--- src/rtl/decoder_5to32.sv ---
`timescale 1ns/1ps
// 5-to-32 one-hot decoder with enable gating, plus a registered copy
// of the decode and a registered valid flag.
module decoder_5to32 (
    input  logic        clock,
    input  logic        reset,
    input  logic        enable,
    input  logic [4:0]  select,
    output logic [31:0] out_data,
    output logic [31:0] out_reg,
    output logic        out_valid
);

    // Compare-per-bit rather than a shift, so an unknown select or enable
    // resolves to all-zero instead of a partial or multi-hot vector.
    always_comb begin
        out_data = 32'h0000_0000;
        if (enable) begin
            for (int i = 0; i < 32; i++) begin
                if (select == 5'(i)) begin
                    out_data[i] = 1'b1;
                end
            end
        end
    end

    always_ff @(posedge clock) begin
        if (reset) begin
            out_reg   <= 32'h0000_0000;
            out_valid <= 1'b0;
        end else begin
            out_reg   <= out_data;
            out_valid <= enable;
        end
    end

endmodule

--- config.mk ---
export PLATFORM = sky130hd
export DESIGN_NAME = decoder_5to32
export DESIGN_NICKNAME = d
export VERILOG_FILES = /design/src/rtl/decoder_5to32.sv
export SDC_FILE = /design/constraint.sdc
export NUM_CORES = 1
export LEC_CHECK = 0
export ABC_CLOCK_PERIOD_IN_PS = 2700
export CAP_MARGIN = 15
export CORE_ASPECT_RATIO = 1.75
export CORE_MARGIN = 4
export CORE_UTILIZATION = 35
export DETAILED_ROUTE_END_ITERATION = 12
export GPL_TIMING_DRIVEN = 0
export PLACE_DENSITY = 0.73
export SYNTH_ARGS = -nofsm -noshare
export SYNTH_HDL_FRONTEND = slang
export SYNTH_SLANG_ARGS = --single-unit
--- constraint.sdc ---
create_clock -name clock -period 2.7 [get_ports clock]
set_input_delay 0.27 -clock clock [delete_from_list [all_inputs] [get_ports clock]]
set_output_delay 0.27 -clock clock [all_outputs]
set_load 0.02 [all_outputs]
* Yosys cells after proc, flatten, opt, wreduce, memory -nomap -nowiden
Cells that the tools add are included.
** Storage, ports and cells
- Bits in registers :: 33
- Input bits :: 8
- Output and inout bits :: 65
- Logic and storage cells :: 67
** Operators by class
- Eq/ne operators :: 31
- Mux-type cells :: 33
- Reduce and logical (&&, ||, !) cells :: 1
** Operators by type and width (count)
- 5-bit equality test, second input constant :: 16
- 5-bit by 4-bit equality test with 1-bit output, second input constant :: 8
- 1-bit 2-to-1 mux :: 32
- 32-bit 2-to-1 mux :: 1
- 5-bit by 3-bit equality test with 1-bit output, second input constant :: 4
- 5-bit by 2-bit equality test with 1-bit output, second input constant :: 2
- 5-bit by 1-bit equality test with 1-bit output, second input constant :: 1
- 5-bit zero test :: 1

* Longest topological paths before layout
- Word-level depth :: 3
- Mapped depth :: 4
- Mapped depth without buffers :: 2

* Least setup slack after synthesis
Ideal clock, no wire load.
- Kind :: input port to output port
- From :: in select[3]
- To :: out out_data[16]
- Arrival :: 1.520 ns
- Data required time :: 2.430 ns
- Path slack :: 0.910 ns
- Stages :: 4
- Buffers on the path :: 2
- Path through :: buf_2 or2_2 buf_2 nor4_1
** Between the ends
- Cells in the longest elaborated chain, start to end :: 3
** Ends and longest elaborated chain
- from (decl) :: line 8 : input logic [4:0] select,
- 5-bit equality test :: line 20 : if (select == 5'(i)) begin
- 1-bit 2-to-1 mux :: line 20
- 32-bit 2-to-1 mux :: line 18 : if (enable) begin
- to (decl) :: line 9 : output logic [31:0] out_data,
No other way between the ends.

* Worst setup path after layout
- From :: in select[2]
- To :: out out_data[1]
** Between the ends
- Cells in the longest elaborated chain, start to end :: 3
** Ends and longest elaborated chain (line)
- 5-bit by 1-bit equality test with 1-bit output :: 20
- 1-bit 2-to-1 mux :: 20
- 32-bit 2-to-1 mux :: 18
No other way between the ends.

==> flow_summary.json <==
{
  "cts_tree": "done",
  "stdcell_area_um2": 2080,
  "synth_area_leader_cell": "dfxtp_1",
  "dieWidth_um": 52.1,
  "start_kind": "input pin",
  "cp_common_cell": "clkdlybuf4s50_1",
  "status": "finished, final reports clean",
  "drc": 0,
  "synth-seq-cells": 33,
  "synthTopCellsByArea": "dfxtp_1 (55%), nor2_1 (14%), nor4_1 (6.3%)",
  "path_clk_slew_ns": 0.06,
  "powerDensity_nw_per_um2": 507,
  "wl_per_cell_um": 14.7,
  "cpPeakStageDelay_ns": 0.65,
  "tightest_slew_ns": 0.509,
  "core_area_um2": 3210,
  "finalCritPeriodShare_pct": 94.1,
  "numCtsBuffers": 5,
  "first_global_vias": 1280,
  "ir_drop_mv": 0.405,
  "worstSetupPathType": "input pin to output port",
  "finalSetupViolations": 0,
  "ios": 73,
  "period_needed_ns": 2.54,
  "hold_viol": 0,
  "setup_tns_ns": 0,
  "grt_pass1_wl_um": 6220,
  "syn-num-nets": 140,
  "multi_input_area_um2": 464,
  "viasPerCell": 4.82,
  "post_cts_buffers": 0,
  "gp_congestion": 0.735,
  "max_freq_mhz": 394,
  "track_usage_pct": 18.6,
  "power_leakage_nw": 0.707,
  "n_antenna_cell": 0,
  "h-tree-depth": 2,
  "cp_num_buf_inv": 3,
  "antenna_found_initial": 0,
  "dr_total_vias": 1230,
  "drive_gt1_share_pct": 8.96,
  "seq_area_um2": 661,
  "die_area_um2": 4440,
  "synth_top_area_share_pct": 55.4,
  "rows": 27,
  "clk_path_buf_depth": 2,
  "wl_um": 3760,
  "final_nets": 219,
  "cp_cell_sequence": "clkdlybuf4s50_1, buf_2, or4b_4, nor2_1, clkdlybuf4s50_1",
  "largest_reg_flops": 32,
  "cts_hold_repair.buffers": 0,
  "synthCells": 132,
  "finalMaxSlewViolations": 0,
  "rsz0062_at_grt": "false",
  "io_buffers": 72,
  "avgSynthCellArea_um2": 9.03,
  "worst_setup_path_end_kind": "output port",
  "fillers": 270,
  "synth-seq-area-share_pct": 55.4,
  "drt_first_pass_iters": 4,
  "relSlewSlack_pct": 66.0,
  "grt_overflow": 0,
  "postPlaceCellArea_um2": 1970,
  "p_total_mw": 1.06,
  "cp.required_ns": 2.43,
  "hp-class": "input pin to flip-flop",
  "drv_cap": 0,
  "cts-root-buf": "clkbuf_8",
  "area_growth_pct": 74.7,
  "ys_warn_count": 0,
  "dp_hpwl_um": 2860,
  "cp_max_fo": 10,
  "crit_family": "buffers and inverters",
  "layout_commonest_cell": "clkdlybuf4s50_1",
  "die_h_um": 85.2,
  "cp.arrival_ns": 2.27,
  "start_util_pct": 37.2,
  "drtIter0Drc": 24,
  "ys_types": 20,
  "cts_resized": 0,
  "ant_nets": 0,
  "cts.sinks": 33,
  "grt_max_degree": 11,
  "crit_slowest_cell": "clkdlybuf4s50_1",
  "final_cell_mix": "clkdlybuf4s50_1 (72), nor2_1 (44), dfxtp_1 (33), nor4_1 (12)",
  "syn_area_um2": 1190
}
cell families after synthesis:
family | share of synthesized area [%]
buffers and inverters | 5.67
flip-flops | 55.4
AND/OR/NAND/NOR | 38.9
area by class of cell:
class                           instances  area share [%]
Clock buffer                            7            4.14
Buffer                                 14            3.24
Timing Repair Buffer                   72            34.6
Tap cell                               43            2.58
Multi-Input combinational cell         85            22.3
Clock inverter                          1            1.44
Sequential cell                        33            31.7
cells in the mapped netlist:
master / number
nand4bb_1: 4
nor3_1: 6
nand2_1: 3
nand4_1: 1
nor4_1: 12
dfxtp_1: 33
nor2b_1: 1
or4b_1: 1
nand3b_1: 1
nor3_2: 2
clkbuf_1: 5
or3b_1: 1
nand4b_1: 3
or2_2: 1
buf_2: 6
buf_1: 2
nand2b_1: 3
buf_6: 1
nor2_1: 44
or4b_4: 2
metrics by stage:
step	hold slack, ns	std cells	setup WS (ns)	util [%]
after floorplan	0.342	132	0.910	-
after global placement	0.847	247	0.189	61.3
after detailed placement	0.846	247	0.171	61.3
after CTS	0.551	255	0.124	64.9
after global routing	0.575	255	0.0629	64.9
final	0.559	255	0.160	64.9
power breakdown:
part | internal [mW] | total, mW | switching (mW)
Combinational | 0.0396 | 0.100 | 0.0604
Sequential | 0.490 | 0.491 | 0.000911
Clock | 0.300 | 0.464 | 0.164
worst paths after layout:
path                       from           to  cells past startpoint
worst max-delay path  select[2]  out_data[1]                      5
worst min-delay path      reset    out_valid                      2
layer usage:
layer / share of wire, % / track usage (%)
met1: 38 / 19.8
met2: 54 / 33.9
met3: 6.9 / 5.80
met4: 1.3 / 5.01
met5: 0 / 0
Note: power is estimated with default switching activity, not from simulation.
